<file path="config.mk">
export PLATFORM = sky130hd
export DESIGN_NAME = umi_buffer
export DESIGN_NICKNAME = d
export VERILOG_FILES = /design/src/rtl/umi_buffer.sv
export SDC_FILE = /design/constraint.sdc
export NUM_CORES = 1
export LEC_CHECK = 0
export BUFFER_PORTS_ARGS = -buffer_cell sky130_fd_sc_hd__buf_2
export CAP_MARGIN = 15
export CORE_UTILIZATION = 62
export DETAILED_ROUTE_END_ITERATION = 12
export GPL_TIMING_DRIVEN = 0
export PLACE_DENSITY = 0.93
export SLEW_MARGIN = 15
export SYNTH_ARGS = -nofsm -noshare
export SYNTH_HDL_FRONTEND = slang
export SYNTH_SLANG_ARGS = --single-unit
</file>
<file path="constraint.sdc">
create_clock -name clk -period 13 [get_ports clk]
set_input_delay 2.6 -clock clk [delete_from_list [all_inputs] [get_ports clk]]
set_output_delay 2.6 -clock clk [all_outputs]
set_load 0.02 [all_outputs]
</file>
<file path="src/rtl/umi_buffer.sv">
// umi_buffer: synchronous valid/ready FIFO placed directly downstream of the
// UMI mux. It absorbs the granted packet and isolates mux arbitration from
// consumer backpressure. umi_in_ready is derived from registered pointer state
// only, so there is no combinational path from umi_out_ready to umi_in_ready.
//
// Optional build macro: UMI_BUFFER_BYPASS_EN
//   When defined, a packet offered while the buffer is empty is presented on
//   the output in the same cycle. If the consumer takes it, it is never
//   written to storage. If the consumer stalls, it is stored as a normal push.
module umi_buffer #(
  parameter int unsigned UW    = 256,
  parameter int unsigned DEPTH = 4
) (
  input  logic                     clk,
  input  logic                     nreset,
  input  logic                     flush,
  input  logic                     umi_in_valid,
  input  logic [UW-1:0]            umi_in_packet,
  output logic                     umi_in_ready,
  output logic                     umi_out_valid,
  output logic [UW-1:0]            umi_out_packet,
  input  logic                     umi_out_ready,
  output logic [$clog2(DEPTH):0]   fifo_count,
  output logic                     fifo_full,
  output logic                     fifo_empty
);

  localparam int unsigned AW = $clog2(DEPTH);

  // Pointers carry one extra wrap bit so full and empty can be told apart.
  logic [AW:0]    r_wr_ptr;
  logic [AW:0]    r_rd_ptr;
  logic [UW-1:0]  r_mem [DEPTH];

  logic           w_empty;
  logic           w_full;
  logic           w_stored_valid;
  logic           w_push;
  logic           w_pop;
  logic [UW-1:0]  w_head;

  assign w_empty        = (r_wr_ptr == r_rd_ptr);
  assign w_full         = (r_wr_ptr[AW-1:0] == r_rd_ptr[AW-1:0]) &
                          (r_wr_ptr[AW] != r_rd_ptr[AW]);
  assign fifo_count     = r_wr_ptr - r_rd_ptr;
  assign fifo_full      = w_full;
  assign fifo_empty     = w_empty;
  assign w_head         = r_mem[r_rd_ptr[AW-1:0]];

  // A stored entry is only offered when no flush is pending.
  assign w_stored_valid = ~w_empty & ~flush;
  assign umi_in_ready   = ~w_full & ~flush;

  // Pops only ever retire stored entries; a cut-through packet never moves
  // the read pointer.
  assign w_pop          = w_stored_valid & umi_out_ready;

`ifdef UMI_BUFFER_BYPASS_EN
  logic w_bypass;
  logic w_bypass_take;

  // Cut-through is offered only when nothing is stored, so ordering is kept.
  // It is suppressed during reset so nothing is seen downstream then.
  assign w_bypass       = w_empty & ~flush & umi_in_valid & nreset;
  assign w_bypass_take  = w_bypass & umi_out_ready;
  assign umi_out_valid  = w_stored_valid | w_bypass;
  assign umi_out_packet = w_bypass       ? umi_in_packet :
                          w_stored_valid ? w_head        : '0;
  assign w_push         = umi_in_valid & umi_in_ready & ~w_bypass_take;
`else
  assign umi_out_valid  = w_stored_valid;
  assign umi_out_packet = w_stored_valid ? w_head : '0;
  assign w_push         = umi_in_valid & umi_in_ready;
`endif

  // Pointer update: flush discards everything and wins over push/pop.
  always_ff @(posedge clk or negedge nreset) begin
    if (!nreset) begin
      r_wr_ptr <= '0;
      r_rd_ptr <= '0;
    end else if (flush) begin
      r_rd_ptr <= r_wr_ptr;
    end else begin
      if (w_push) r_wr_ptr <= r_wr_ptr + (AW+1)'(1);
      if (w_pop)  r_rd_ptr <= r_rd_ptr + (AW+1)'(1);
    end
  end

  // Storage write; contents are deliberately not reset.
  always_ff @(posedge clk) begin
    if (w_push) r_mem[r_wr_ptr[AW-1:0]] <= umi_in_packet;
  end

endmodule

</file>
==> flow_metrics.env, run 1 <==
export IMPL_status="finished, final reports clean"
export IMPL_clkTransAtPathRegs_ns=0.07
export IMPL_fin_ws_ns=6.32
export IMPL_timing_hold_violations_final=0
export IMPL_grt_pass1_vias=21700
export IMPL_antenna_found_initial=45
export IMPL_clk_latency_ns=0.66
export IMPL_hp_start="r_wr_ptr[2]"
export IMPL_ys_seq_area_share_pct=77.9
export IMPL_leakagePower_nw=16.4
export IMPL_holdPathStages=2
export IMPL_hold_buffers=0
export IMPL_rows=92
export IMPL_dpl_hpwl_um=58500
export IMPL_core_area_um2=63200
export IMPL_ioPinCount=524
export IMPL_synth_edf_count=1024
export IMPL_synth_fp_nets=1951
export IMPL_grt_overflow_total=0
export IMPL_ys_flop_type="edfxtp_1"
export IMPL_gp_congestion=0.812
export IMPL_startpoint="flush"
export IMPL_period_needed_ns=6.68
export IMPL_ff2ff_path_depth=10
export IMPL_ant_nets=0
export IMPL_slew_violations=0
export IMPL_synth_distinct_cells=36
export IMPL_ys_ff_latch=1030
export IMPL_critPathCaptureType="output port"
export IMPL_crit_arrival_ns=4.08
export IMPL_crit_path_start_kind="input port"
export IMPL_slew_headroom_pct=42.5
export IMPL_dp_slack_ns=6.36
export IMPL_clockBufferDepth=3
export IMPL_nets=2598
export IMPL_syn_avg_cell_area_um2=23.6
export IMPL_holdWs_ns=0.617
export IMPL_r2r_start="r_rd_ptr[1]"
export IMPL_hold_path_class="reg -> reg"
export IMPL_r2r_slack_ns=9.12
export IMPL_dieHeight_um=255
export IMPL_chipWidth_um=255
export IMPL_dr_pass1_iters=5
export IMPL_synth_area_um2=39700
export IMPL_die_area_um2=65000
export IMPL_fillers=3186
export IMPL_fmax_mhz=150
export IMPL_max_cap_violations=0
export IMPL_worstSetupPathType="in -> out"
export IMPL_r2r_end="r_mem[2][167]"
export IMPL_area_growth_syn_to_layout_pct=19.2
export IMPL_drive_gt1_share_pct=44.6
export IMPL_wl_um=97700
export IMPL_grt_max_degree=52
export IMPL_viasPerCell=6.21
export IMPL_period_share_pct=51.4
export IMPL_worstHoldEndpoint="r_wr_ptr[2]"
export IMPL_syn_inst=1682
export IMPL_synth_warnings=0
export IMPL_grt_total_usage_pct=30.0
export IMPL_rsz0062_at_grt="no"
export IMPL_h_tree_depth=3
export IMPL_peakVddDrop_mv=0.245
export IMPL_cts_buffers=98
export IMPL_grt_pass1_wl_um=139000
export IMPL_initialDrtViolationCount=2074
export IMPL_cts_setup_buffers=0
export IMPL_vias=20500
export IMPL_root_buffer="clkbuf_16"
export IMPL_critPathMaxFanout=10
export IMPL_async_reset_ff_share_pct=0.583
export IMPL_setup_violations=0
export IMPL_worst_slew_pin_slew_ns=0.863
export IMPL_required_ns=10.40
export IMPL_drc_errors=0
export IMPL_start_util_pct=62.8
export IMPL_routedWlPerCell_um=29.6
export IMPL_power_density_nw_per_um2=229
export IMPL_io_buffers=523
export IMPL_finalClockSkew_ns=0.0321
export IMPL_cts_resized=0
export IMPL_tritoncts="yes"
export IMPL_cts_sinks=1030
flip-flops by register name (all words and copies together), names as in the netlist:
register / flops
r_wr_ptr: 3
r_mem: 1024
r_rd_ptr: 3
kinds of logic after synthesis:
logic type	count (synthesis)	share of synthesized area, %
AND/OR/NAND/NOR	276	5.02
buffers and inverters	95	1.92
flip-flops	1030	77.9
adder cells (fa/ha/maj)	8	0.271
AO/OA/AOI/OAI	11	0.218
multiplexers	257	14.6
XOR/XNOR	5	0.129
how the worst max path moves through the flow:
| stage | cells past startpoint | slack [ns] | endpoint |
|---|---|---|---|
| after floorplan | 3 | 3.13 | r_mem[1][0] |
| after global placement | 4 | -1.02 | r_mem[1][184] |
| after detailed placement | 6 | 6.36 | umi_out_packet[82] |
| after CTS | 6 | 6.35 | umi_out_packet[82] |
| after global routing | 6 | 6.31 | umi_out_packet[82] |
| final | 6 | 6.32 | umi_out_packet[82] |
synthesized netlist by cell type (3+ instances only):
library cell	n	area, µm²
nor2b_4	30	413
nand3_1	4	20.0
nor2b_2	22	193
edfxtp_1	1024	30700
buf_12	3	60.1
buf_2	9	45.0
clkbuf_1	26	97.6
mux4_2	256	5770
nand2_1	3	11.3
dfrtp_1	6	150
buf_6	42	473
and3_1	3	18.8
nor2b_1	205	1280
nor2_1	4	15.0
inv_1	7	26.3
buf_4	8	60.1
ha_1	7	87.6
worst max-delay path, cell delays in order:
cell     delay [ns]
buf_2          0.14
a21o_4         0.23
buf_6          0.18
buf_6          0.17
nor2b_1        0.47
buf_2          0.27
metrics by stage:
step                power (mW)  instances  util (%)  setup TNS [ns]  instance area (µm²)
global placement          7.91       3051      68.6         -757.01                43400
detailed placement        7.91       3075      69.5               0                43900
global route              11.2       3285      74.8               0                47300
floorplan                 6.82       1682         -               0                39700
CTS                       10.9       3256      74.7               0                47200
finish                    10.8       3297      74.8               0                47300
power by group:
| group | total (mW) | internal (mW) | switching [mW] |
|---|---|---|---|
| Clock | 2.89 | 1.64 | 1.25 |
| Sequential | 4.20 | 4.08 | 0.117 |
| Combinational | 3.74 | 1.58 | 2.15 |
| Total | 10.8 | 7.31 | 3.52 |
placed cells by master (no fill, tap or decap), types with 15 or more instances in the layout:
master / count
clkinv_2: 30
clkbuf_1: 37
nor2b_2: 22
clkinv_1: 19
nor2b_4: 30
buf_12: 15
nor2b_1: 205
mux4_2: 256
clkbuf_16: 99
buf_2: 532
buf_6: 42
diode_2: 41
edfxtp_1: 1024
cell type report:
cell class | count | area, µm² | share of cell area (%)
Sequential cell | 1030 | 30900 | 65.3
Multi-Input combinational cell | 557 | 8040 | 17.0
Timing Repair Buffer | 547 | 3190 | 6.74
Clock buffer | 110 | 2520 | 5.33
Tap cell | 846 | 1060 | 2.24
Buffer | 88 | 736 | 1.56
Clock inverter | 71 | 727 | 1.54
Antenna cell | 41 | 103 | 0.217
Inverter | 7 | 26.3 | 0.0556
per-layer routing:
metal  global-route usage [%]  wire length (µm)  vias to the layer above
met2                     51.1             50600                     1307
met5                        0               169                        -
met4                     16.3              5520                       26
li1                         -                 -                     8275
met1                     35.0             32600                    10500
met3                     7.85              8770                      347
Note: power is estimated with default switching activity, not from simulation.
==> run 2: changes to the inputs <==
--- a/config.mk
+++ b/config.mk
@@ -7,10 +7,10 @@
 export LEC_CHECK = 0
 export BUFFER_PORTS_ARGS = -buffer_cell sky130_fd_sc_hd__buf_2
 export CAP_MARGIN = 15
-export CORE_UTILIZATION = 62
+export CORE_UTILIZATION = 57
 export DETAILED_ROUTE_END_ITERATION = 12
 export GPL_TIMING_DRIVEN = 0
-export PLACE_DENSITY = 0.93
+export PLACE_DENSITY = 0.87
 export SLEW_MARGIN = 15
 export SYNTH_ARGS = -nofsm -noshare
 export SYNTH_HDL_FRONTEND = slang
==> constraint.sdc (replaced) <==
create_clock -name clk -period 6.8 [get_ports clk]
set_input_delay 1.36 -clock clk [delete_from_list [all_inputs] [get_ports clk]]
set_output_delay 1.36 -clock clk [all_outputs]
set_load 0.02 [all_outputs]
==> run 2 against run 1 <==
Register-to-register slack lost 6.3 ns. Power grew 89%. Clock power is 88% higher. Core utilization fell by 5.9 points. Clock-buffer cell count is 15 higher. Hold slack worse by 0.094 ns. Die area increased by 8.7%. Non-clock buffer count stayed put. Sequential share of layout area shrank 0.085 points. Via count down 3.6%. Largest cell class unchanged. Largest power group unchanged.
==> flow_metrics.env, run 2 (same netlist as run 1, synthesis figures left out) <==
export IMPL_die_area_um2=70700
export IMPL_hold_path_class="in -> async"
export IMPL_dr_pass1_iters=5
export IMPL_worst_slew_pin_slew_ns=0.816
export IMPL_rows=96
export IMPL_clockBufferDepth=3
export IMPL_grt_pass1_vias=21100
export IMPL_io_buffers=523
export IMPL_fmax_mhz=203
export IMPL_worstSetupPathType="reg -> out"
export IMPL_slew_headroom_pct=45.6
export IMPL_mostFrequentLayoutCell="edfxtp_1"
export IMPL_final_util_pct=68.9
export IMPL_area_growth_syn_to_layout_pct=19.4
export IMPL_period_needed_ns=4.92
export IMPL_grt_total_usage_pct=25.4
export IMPL_start_util_pct=57.7
export IMPL_period_share_pct=72.3
export IMPL_ioPinCount=524
export IMPL_mostFrequentLayoutCells="edfxtp_1, buf_2, mux4_2, nor2b_1, clkbuf_16"
export IMPL_setup_violations=0
export IMPL_grt_pass1_wl_um=131000
export IMPL_vias=19700
export IMPL_leakagePower_nw=16.4
export IMPL_regArea_um2=30900
export IMPL_max_cap_violations=0
export IMPL_hold_buffers=0
export IMPL_grt_overflow_total=0
export IMPL_dieHeight_um=266
export IMPL_gp_congestion=0.807
export IMPL_p_total_mw=20.5
export IMPL_crit_arrival_ns=3.56
export IMPL_ant_nets=0
export IMPL_crit_path_start_kind="flip-flop"
export IMPL_cts_resized=0
export IMPL_routedWlPerCell_um=26.8
export IMPL_timing_hold_violations_final=0
export IMPL_initialDrtViolationCount=1614
export IMPL_dpl_hpwl_um=57600
export IMPL_core_area_um2=68700
export IMPL_viasPerCell=5.87
export IMPL_finalClockSkew_ns=0.0390
export IMPL_cts_sinks=1030
export IMPL_tritoncts="yes"
export IMPL_dpl_cell_count=3160
export IMPL_fillers=3977
export IMPL_drc_errors=0
export IMPL_power_density_nw_per_um2=433
export IMPL_root_buffer="clkbuf_16"
export IMPL_required_ns=5.44
export IMPL_peakVddDrop_mv=0.331
export IMPL_rsz0062_at_grt="no"
export IMPL_slew_violations=0
export IMPL_wl_um=90000
export IMPL_critPathCaptureType="output port"
export IMPL_cts_setup_buffers=0
export IMPL_largest_register_ffs=1024
export IMPL_chipWidth_um=266
export IMPL_antenna_found_initial=31
export IMPL_grt_max_degree=53
export IMPL_tns_ns=0
export IMPL_critPathMaxFanout=10
export IMPL_clk_latency_ns=0.66
export IMPL_clkTransAtPathRegs_ns=0.06
export IMPL_h_tree_depth=3
export IMPL_nets=2602
export IMPL_stdcell_count=3359
export IMPL_cts_buffers=102
export IMPL_multiInputGateArea_um2=8040
export IMPL_drive_gt1_share_pct=44.1
export IMPL_status="finished, final reports clean"
run 2: final timing paths:
check	start	slack, ns	cells after the start	to
max	r_rd_ptr[1]	1.88	10	umi_out_packet[151]
max in group asynchronous	nreset	6.10	1	r_rd_ptr[0]
min	nreset	0.52	1	r_wr_ptr[0]
min in group clk	r_wr_ptr[0]	0.59	1	r_wr_ptr[0]
max reg2reg	r_rd_ptr[1]	2.85	10	r_mem[2][44]
min reg2reg	r_wr_ptr[0]	0.59	1	r_wr_ptr[0]
run 2: through the flow:
stage	hold slack (ns)	instance area (µm²)	worst slack [ns]
CTS	0.486	47300	1.84
global route	0.495	47300	1.76
finish	0.523	47400	1.88
floorplan	0.517	39700	1.14
detailed placement	0.572	44100	2.59
global placement	0.549	43500	-1.27
run 2: layout make-up:
cell class                      count  share of cell area [%]
Multi-Input combinational cell    557                    17.0
Clock buffer                      125                    5.57
Tap cell                          931                    2.46
Clock inverter                     55                    1.22
Timing Repair Buffer              547                    6.81
Sequential cell                  1030                    65.3
Antenna cell                       19                   0.100
Buffer                             88                    1.55
Inverter                            7                  0.0555
run 2: routing by layer:
layer  up-vias  GRT usage [%]  routed length (µm)
li1       8253              -                   -
met1     10300           29.7               31200
met2       956           44.6               47700
met3       202           7.32                7990
met4        32           9.38                2930
met5         -              0                 200
run 2: power breakdown:
part / leakage [nW] / internal [mW] / switching, mW
Sequential: 9.36 / 7.80 / 0.192
Clock: 1.56 / 3.11 / 2.32
Combinational: 5.47 / 3.03 / 4.02
run 2: critical path, cell delays in order, from the launching register on:
cell and delay [ns]:
dfrtp_1 0.42, buf_2 0.29, buf_2 0.30, inv_1 0.11, ha_1 0.33, and2_1 0.26
a21o_4 0.29, buf_6 0.20, buf_6 0.18, nor2b_1 0.27, buf_2 0.23
==> run 3: changes to the inputs <==
--- a/config.mk
+++ b/config.mk
@@ -7,10 +7,10 @@
 export LEC_CHECK = 0
 export BUFFER_PORTS_ARGS = -buffer_cell sky130_fd_sc_hd__buf_2
 export CAP_MARGIN = 15
-export CORE_UTILIZATION = 57
+export CORE_UTILIZATION = 52
 export DETAILED_ROUTE_END_ITERATION = 12
 export GPL_TIMING_DRIVEN = 0
-export PLACE_DENSITY = 0.87
+export PLACE_DENSITY = 0.84
 export SLEW_MARGIN = 15
 export SYNTH_ARGS = -nofsm -noshare
 export SYNTH_HDL_FRONTEND = slang
==> constraint.sdc (replaced) <==
create_clock -name clk -period 3.95 [get_ports clk]
set_input_delay 0.79 -clock clk [delete_from_list [all_inputs] [get_ports clk]]
set_output_delay 0.79 -clock clk [all_outputs]
set_load 0.02 [all_outputs]
==> run 3 against run 2 <==
Global-route usage decreased by 3.2 points. First-iteration DRC count shrank 7.2%. Cell count rose by 1.4%. Die area grew 9.5%. Register-to-register slack got worse by 2.4 ns. Sequential power grew 71%. Largest power group unchanged. Critical path depth unchanged. Via count shrank 2.3%.
==> flow_metrics.env, run 3 (same netlist as run 1, synthesis figures left out) <==
export IMPL_status="finished, final reports clean"
export IMPL_required_ns=3.16
export IMPL_grt_total_usage_pct=22.1
export IMPL_nets=2602
export IMPL_chipWidth_um=278
export IMPL_wl_um=86300
export IMPL_hold_path_class="in -> reg"
export IMPL_cp_endpoint="umi_out_packet[59]"
export IMPL_slowest_delay_ns=0.39
export IMPL_cts_sinks=1030
export IMPL_rows=100
export IMPL_setup_violations=0
export IMPL_p_int_mw=24.4
export IMPL_r2r_end="r_mem[1][166]"
export IMPL_ant_nets=0
export IMPL_swShare_pct=31.4
export IMPL_final_area_um2=47600
export IMPL_largest_register_ffs=1024
export IMPL_crit_path_start_kind="flip-flop"
export IMPL_start_util_pct=52.9
export IMPL_area_growth_syn_to_layout_pct=20.0
export IMPL_tritoncts="yes"
export IMPL_p_comb_share_pct=34.1
export IMPL_p_total_mw=35.5
export IMPL_multiInputGateArea_um2=8070
export IMPL_power_density_nw_per_um2=746
export IMPL_mostFrequentLayoutCell="edfxtp_1"
export IMPL_dpl_hpwl_um=56400
export IMPL_ff2ff_path_depth=10
export IMPL_slew_violations=0
export IMPL_clk_latency_ns=0.65
export IMPL_rsz0062_at_grt="yes"
export IMPL_dieHeight_um=278
export IMPL_grt_pass1_wl_um=127000
export IMPL_startpoint="r_rd_ptr[1]"
export IMPL_grt_max_degree=52
export IMPL_cpMostUsedCell="buf_6"
export IMPL_io_buffers=523
export IMPL_mostFrequentLayoutCells="edfxtp_1, buf_2, mux4_2, nor2b_1, clkbuf_16"
export IMPL_critPathCaptureType="output port"
export IMPL_routedWlPerCell_um=25.4
export IMPL_cts_buffers=102
export IMPL_critical_path_cell_chain="buf_6 -> buf_6 -> inv_1 -> ha_1 -> and2_2 -> a21o_4 -> buf_6 -> buf_6 -> nor2b_1 -> buf_2"
export IMPL_placed_area_um2=44100
export IMPL_period_needed_ns=3.88
export IMPL_initialDrtViolationCount=1498
export IMPL_peakVddDrop_mv=0.595
export IMPL_stdcell_count=3405
export IMPL_regArea_um2=30900
export IMPL_p_sw_mw=11.1
export IMPL_r2r_slack_ns=0.43
export IMPL_ioPinCount=524
export IMPL_fillers=4797
export IMPL_clkTransAtPathRegs_ns=0.06
export IMPL_finalClockSkew_ns=0.0225
export IMPL_timing_hold_violations_final=0
export IMPL_slew_headroom_pct=36.8
export IMPL_worstSetupPathType="reg -> out"
export IMPL_cp_slowest_cell="dfrtp_1"
export IMPL_clockBufferDepth=3
export IMPL_max_cap_violations=0
export IMPL_crit_arrival_ns=3.09
export IMPL_core_area_um2=74900
export IMPL_die_area_um2=77400
export IMPL_r2r_start="r_rd_ptr[1]"
export IMPL_antenna_found_initial=31
export IMPL_p_clk_share_pct=27.3
export IMPL_worst_slew_pin_slew_ns=0.948
export IMPL_grt_overflow_total=0
export IMPL_leakagePower_nw=16.5
export IMPL_h_tree_depth=3
export IMPL_viasPerCell=5.66
export IMPL_drc_errors=0
export IMPL_root_buffer="clkbuf_16"
export IMPL_holdWs_ns=0.358
export IMPL_dr_pass1_iters=5
export IMPL_dpl_cell_count=3195
export IMPL_gp_congestion=0.811
export IMPL_seqPwrFrac_pct=38.7
export IMPL_drive_gt1_share_pct=44.9
export IMPL_tns_ns=0
export IMPL_period_share_pct=98.2
export IMPL_grt_pass1_vias=20600
export IMPL_fmax_mhz=258
export IMPL_critPathMaxFanout=10
export IMPL_vias=19300
==> run 3: power groups by stage <==
stage | clock network (mW) | logic (mW) | registers, mW
finish | 9.67 | 12.1 | 13.7
global route | 10.2 | 12.8 | 13.8
CTS | 9.84 | 12.2 | 13.7
detailed placement | 0 | 12.1 | 14.0
global placement | 0 | 11.7 | 14.0
floorplan | 0 | 8.28 | 13.9
==> run 3: through the flow <==
step / setup WS, ns / utilization, %
floorplan: 0.0224 / -
finish: 0.0721 / 63.5
detailed placement: 0.0726 / 58.8
global placement: -1.50 / 58.1
global route: -0.0117 / 63.5
CTS: 0.0128 / 63.4
==> run 3: what timing repair did <==
item / CTS / global route
cloned: 0 / 0
hold buffers: 1 / 0
resized for setup: 11 / 20
endpoints found under the hold margin: 6 / 0
setup endpoints to repair: 251 / 125
setup buffers: 1 / 1
pin swaps: 0 / 0
==> run 3: final cells by class <==
class	count	share of cell area, %
Clock inverter	70	1.54
Clock buffer	118	5.58
Buffer	88	1.57
Antenna cell	19	0.0999
Sequential cell	1030	64.9
Tap cell	969	2.55
Inverter	7	0.0552
Timing Repair Buffer	547	6.77
Multi-Input combinational cell	557	16.9
==> run 3: worst min-delay path by stage <==
stage / slack [ns] / start / depth (start not counted) / end
final: 0.36 / umi_in_packet[34] / 1 / r_mem[1][34]
after detailed placement: 0.58 / r_wr_ptr[0] / 1 / r_wr_ptr[0]
after floorplan: 0.49 / nreset / 0 / r_rd_ptr[0]
after global routing: 0.32 / umi_in_packet[220] / 1 / r_mem[1][220]
after global placement: 0.56 / r_wr_ptr[0] / 1 / r_wr_ptr[0]
after CTS: 0.30 / umi_in_packet[207] / 1 / r_mem[1][207]
==> run 3: per-layer routing <==
metal	global-route usage [%]	vias up	wire length, µm
met1	26.1	10000	31100
met5	0	-	192
li1	-	8263	-
met2	38.4	720	45300
met3	6.23	212	6340
met4	8.90	28	3400
==> run 3: worst max-delay path: cells and delay by family (launching register included) <==
family          cells  cell delay [ns]
simple gates        2             0.47
compound gates      1             0.28
flops               1             0.39
fa+ha+maj           1             0.31
buf+inv             6             0.99
